`src/rtl/exibe_sequencia_if.sv`:
```
// Sequence ROM read port shared between the game FSM and the display block.
// The display drives the address while it owns the port (exibindo=1).
interface exibe_sequencia_if;
    logic [3:0] endereco;
    logic [3:0] dado_mem;

    modport master (
        output endereco,
        input  dado_mem
    );

    modport slave (
        input  endereco,
        output dado_mem
    );
endinterface

```
`src/rtl/exibe_sequencia.sv`:
```
// Plays jogadas 0..limite of the sequence ROM on leds, lit then dark.
// Optional EXIBE_PISCA_FIM_EN: blink all LEDs once after the last jogada.
module exibe_sequencia #(
    parameter int T_ACESO   = 500,
    parameter int T_APAGADO = 250,
    parameter int CNT_W     = 10
) (
    input  logic       clock,
    input  logic       reset,
    input  logic       iniciar,
    input  logic [3:0] limite,
    exibe_sequencia_if.master mem,
    output logic [3:0] leds,
    output logic       exibindo,
    output logic       pronto,
    output logic [3:0] db_estado
);

    typedef enum logic [3:0] {
        OCIOSO  = 4'h0,
        PREPARA = 4'h1,
        ACESO   = 4'h2,
        APAGADO = 4'h3,
        PROXIMO = 4'h4,
`ifdef EXIBE_PISCA_FIM_EN
        PISCA   = 4'h6,
`endif
        FIM     = 4'hF
    } estado_t;

    localparam logic [CNT_W-1:0] ACESO_FIM   = CNT_W'(T_ACESO - 1);
    localparam logic [CNT_W-1:0] APAGADO_FIM = CNT_W'(T_APAGADO - 1);

    estado_t          estado, estado_n;
    logic [3:0]       endereco_q, endereco_n;
    logic [3:0]       leds_q, leds_n;
    logic [3:0]       limite_reg, limite_n;
    logic [CNT_W-1:0] timer, timer_n;

    always_ff @(posedge clock or negedge reset) begin
        if (!reset) begin
            estado <= OCIOSO;
        end else begin
            estado <= estado_n;
        end
    end

    always_ff @(posedge clock or negedge reset) begin
        if (!reset) begin
            endereco_q <= '0;
            leds_q     <= '0;
            limite_reg <= '0;
            timer      <= '0;
        end else begin
            endereco_q <= endereco_n;
            leds_q     <= leds_n;
            limite_reg <= limite_n;
            timer      <= timer_n;
        end
    end

    // The address is advanced on entry to PROXIMO so that the edge
    // leaving PROXIMO already sees the ROM word of the new jogada.
    always_comb begin
        estado_n   = estado;
        endereco_n = endereco_q;
        leds_n     = leds_q;
        limite_n   = limite_reg;
        timer_n    = timer;
        unique case (estado)
            OCIOSO: begin
                leds_n = '0;
                if (iniciar) begin
                    endereco_n = '0;
                    estado_n   = PREPARA;
                end
            end
            PREPARA: begin
                endereco_n = '0;
                timer_n    = '0;
                limite_n   = limite;
                leds_n     = mem.dado_mem;
                estado_n   = ACESO;
            end
            ACESO: begin
                if (timer == ACESO_FIM) begin
                    timer_n  = '0;
                    leds_n   = '0;
                    estado_n = APAGADO;
                end else begin
                    timer_n = timer + CNT_W'(1);
                end
            end
            APAGADO: begin
                if (timer == APAGADO_FIM) begin
                    timer_n = '0;
                    if (endereco_q == limite_reg) begin
`ifdef EXIBE_PISCA_FIM_EN
                        leds_n   = 4'b1111;
                        estado_n = PISCA;
`else
                        estado_n = FIM;
`endif
                    end else begin
                        endereco_n = endereco_q + 4'd1;
                        estado_n   = PROXIMO;
                    end
                end else begin
                    timer_n = timer + CNT_W'(1);
                end
            end
            PROXIMO: begin
                leds_n   = mem.dado_mem;
                estado_n = ACESO;
            end
`ifdef EXIBE_PISCA_FIM_EN
            PISCA: begin
                if (timer == ACESO_FIM) begin
                    timer_n  = '0;
                    leds_n   = '0;
                    estado_n = FIM;
                end else begin
                    timer_n = timer + CNT_W'(1);
                end
            end
`endif
            FIM: begin
                estado_n = OCIOSO;
            end
            default: begin
                estado_n = OCIOSO;
            end
        endcase
    end

    assign mem.endereco = endereco_q;
    assign leds         = leds_q;
    assign exibindo     = (estado != OCIOSO);
    assign pronto       = (estado == FIM);
    assign db_estado    = estado;

endmodule

```
`src/flat_wrapper.sv`:
```
// flat-port wrapper written by rule: the top's interface ports become plain ports
module exibe_sequencia_flat 
#(
    parameter int T_ACESO   = 500,
    parameter int T_APAGADO = 250,
    parameter int CNT_W     = 10
)
  (clock, reset, iniciar, limite, leds, exibindo, pronto, db_estado, mem_endereco, mem_dado_mem);
  exibe_sequencia_if mem_i ();
  input  logic clock;
  input  logic reset;
  input  logic iniciar;
  input  logic [3:0] limite;
  output logic [3:0] leds;
  output logic exibindo;
  output logic pronto;
  output logic [3:0] db_estado;
  output wire logic [$bits(mem_i.endereco)-1:0] mem_endereco;
  input wire logic [$bits(mem_i.dado_mem)-1:0] mem_dado_mem;
  assign mem_endereco = mem_i.endereco;
  assign mem_i.dado_mem = mem_dado_mem;
  exibe_sequencia #(.T_ACESO(T_ACESO), .T_APAGADO(T_APAGADO), .CNT_W(CNT_W)) u_core (.clock(clock), .reset(reset), .iniciar(iniciar), .limite(limite), .mem(mem_i), .leds(leds), .exibindo(exibindo), .pronto(pronto), .db_estado(db_estado));
endmodule
```
`config.mk`:
```
export PLATFORM = sky130hd
export DESIGN_NAME = exibe_sequencia_flat
export DESIGN_NICKNAME = d
export VERILOG_FILES = /design/src/rtl/exibe_sequencia_if.sv /design/src/rtl/exibe_sequencia.sv /design/src/flat_wrapper.sv
export SDC_FILE = /design/constraint.sdc
export NUM_CORES = 1
export LEC_CHECK = 0
export ABC_AREA = 1
export CORE_MARGIN = 1.5
export CORE_UTILIZATION = 55
export CTS_BUF_LIST = sky130_fd_sc_hd__clkbuf_4
export DETAILED_ROUTE_END_ITERATION = 16
export GPL_TIMING_DRIVEN = 0
export PLACE_DENSITY = 0.93
export RECOVER_POWER = 100
export SLEW_MARGIN = 20
export SYNTH_ARGS = -nofsm -noshare
export SYNTH_HDL_FRONTEND = slang
export SYNTH_SLANG_ARGS = --single-unit
```
`constraint.sdc`:
```
create_clock -name clock -period 1.7 [get_ports clock]
set_input_delay 0.34 -clock clock [delete_from_list [all_inputs] [get_ports clock]]
set_output_delay 0.34 -clock clock [all_outputs]
set_load 0.01 [all_outputs]
```
==> results by group <==
Worst hold path
  • Hold WC Path Type: input port to register
  • Min-delay src: mem_dado_mem[0]
  • Hold Path Stages: 3
  • Hold endpoint: u_core.leds[0]

Yosys
  • Cells after synthesis: 201
  • Sequential share of the synthesized area: 43.0%
  • Mapped Avg Cell Area: 7.53 µm²
  • Yosys cell types: 21
  • Syn. warnings: 0
  • Flop and latch count out of synthesis: 26
  • Post-synthesis cell area: 1510 µm²
  • Synthesized net count: 215

Power and ir drop
  • Max IR drop VDD: 1.12 mV
  • Leak: 0.000911 µW
  • Cell Pwr Density: 1470 nW/µm²

STA
  • Slew @ Worst Pin: 0.634 ns
  • Setup Skew: 0.00972 ns
  • Slew Viols, Final: 0
  • Post-layout min period: 1.64 ns
  • RSZ-0062 raised after global routing: false
  • FMAX: 609 MHz
  • Hold_ws: 0.523 ns
  • Fin. Hold Viols: 0
  • Slew HR: 57.8%
  • Final setup viols: 0
  • Fin crit share: 96.6%

Critical path
  • Crit end category: primary output
  • CP Class: register to primary output
  • CP required: 1.36 ns
  • Reg2reg path depth: 6
  • Buf/Inv on CP: 1
  • Cell chain of the critical path: clkdlybuf4s50_1
  • CP peak stage delay: 0.58 ns
  • Critical R2R Launch: u_core.db_estado[0]
  • Crit path depth: 1
  • CP Launch Type: register
  • Cell with the largest stage delay on the worst path: clkdlybuf4s50_1
  • Critical R2R Capture: u_core.leds[3]
  • Crit path max fanout: 2
  • Crit path DAT: 1.30 ns
  • R2r setup slk: 0.13 ns
  • Family with the most delay on the worst path: buffers and inverters

Finish
  • Commonest non-fill, non-tap cells in the layout: nand2_1 (58), inv_1 (29), nor2_1 (21), dfrtp_1 (21), clkdlybuf4s50_1 (19)
  • Syn-to-layout area delta: 23.6%
  • Largest register FFs: 10
  • Most common cell after layout, fill and taps aside: nand2_1
  • Nets: 252
  • Number of diodes: 0
  • Post-route insts no fill: 267
  • Largest Register: u_core.timer
  • Layout cell share with drive strength beyond 1: 12.7%

Floorplan
  • DIE AREA: 3080 µm²
  • Total I/O pin count: 25
  • Die X-Extent: 55.5 µm
  • Initial core utilization: 59.5%
  • Rows: 18
  • Core Area: 2540 µm²
  • Die height: 55.5 µm

Global routing
  • Largest net degree at the start of global routing: 27
  • First-pass GRT wire length: 5.69 mm
  • GR Util All Layers: 22.9%
  • Vias in the first global route: 1337
  • Grt ovf: 0
  • Initial antenna violation count: 0

CTS
  • Clock tree buffer depth: 2
  • CTS tree: built
  • Worst skew pair latency: 0.33 ns
  • CTS Sinks: 26
  • Clk slew on worst S/H paths: 0.14 ns
  • TritonCTS Buffers: 3
  • H-tree levels: 1
  • Root Driver: clkbuf_4

Route
  • WL final: 3.38 mm
  • Antenna Violating Nets Remaining: 0
  • Vias per Instance: 5.35
  • DRC viols: 0
  • Vias: 1429
  • Wire per inst: 12.7 µm
  • DR iter-0 viols: 66
  • Drt pass-1 iters: 4

Placed design
  • Routability Congestion: 0.866
  • Dpl cells: 255
  • Post-DP HPWL: 2.30 mm
  • # port buffers: 24

Outcome
  • Status: finished clean

Run
  • Max_cap viols: 0
==> metrics by stage <==
stage | cell area, µm² | utilization, % | setup slack, ns | power (µW) | TNS (ns)
5_1_grt | 1870 | 73.5 | 0.00507 | 2990 | 0
2_1_floorplan | 1510 | - | 0.403 | 1940 | 0
3_3_place_gp | 1790 | 70.4 | -0.0125 | 2350 | -0.300
4_1_cts | 1850 | 72.7 | -0.188 | 2710 | -0.188
6_report | 1870 | 73.5 | 0.0570 | 2750 | 0
3_5_place_dp | 1790 | 70.2 | -0.0244 | 2400 | -0.0694
==> where the power goes <==
| part | switching (µW) | leakage, µW | total, µW | internal (µW) |
|---|---|---|---|---|
| Combinational | 951 | 0.000566 | 1520 | 574 |
| Clock | 187 | 0.0000154 | 273 | 86.3 |
| Sequential | 152 | 0.000330 | 955 | 803 |
==> kinds of logic after synthesis <==
logic type	after synthesis	share of synthesized area, %
simple gates	116	35.4
flops	26	43.0
compound gates	18	7.35
fa+ha+maj	3	2.48
xor+xnor	7	4.05
buf+inv	31	7.77
==> synth_stat cells <==
cell,instances,area share (%)
inv_1,29,7.2
xor2_1,6,3.5
nand2_4,2,1.5
o21bai_1,1,0.50
nand3_1,16,5.3
nand2_1,58,14
nor3_1,3,0.99
o21ai_2,5,2.9
o21ai_0,5,1.7
nand2_2,2,0.83
ha_1,3,2.5
nand3_2,3,2.0
a21oi_1,7,2.3
inv_2,1,0.25
nor2_1,21,5.2
xnor2_1,1,0.58
dfrtp_1,26,43
nor2_2,1,0.41
nand4_1,8,3.3
nor2_4,2,1.5
buf_2,1,0.33
==> metal layers <==
layer  GRT usage, %  up-vias  wire length [µm]
met1           30.7      645              1450
met2           38.9       70              1610
met4           8.36        0                58
met3           1.41        7               259
met5              0        -                 0
li1               -      707                 -
==> area by class of cell <==
| type | instances | area, µm² |
|---|---|---|
| multi-input combinational | 144 | 743 |
| buffer | 1 | 5.00 |
| clock inverter | 1 | 3.75 |
| tap | 30 | 37.5 |
| fill | 203 | 674 |
| inverter | 30 | 113 |
| timing repair buffer | 32 | 289 |
| sequential | 26 | 657 |
| clock buffer | 3 | 22.5 |
==> worst max path at each step <==
stage,end,slack [ns],start
finish,mem_endereco[1],0.06,u_core.mem.endereco[1]
floorplan,u_core.db_estado[0],0.40,u_core.db_estado[3]
global placement,u_core.limite_reg[3],-0.01,reset
detailed placement,u_core.mem.endereco[0],-0.02,iniciar
global route,db_estado[3],0.005,u_core.db_estado[3]
CTS,exibindo,-0.19,u_core.db_estado[1]
==> repair_timing <==
action                                 in CTS  in global routing
hold buffers                                1                  0
gates cloned                                0                  0
setup buffers                               3                  4
gates resized for setup                     6                  8
setup endpoints to repair                   5                  6
endpoints found under the hold margin      14                  0
pin swaps                                   0                  1
No activity file was read; power rests on OpenSTA's default activity.
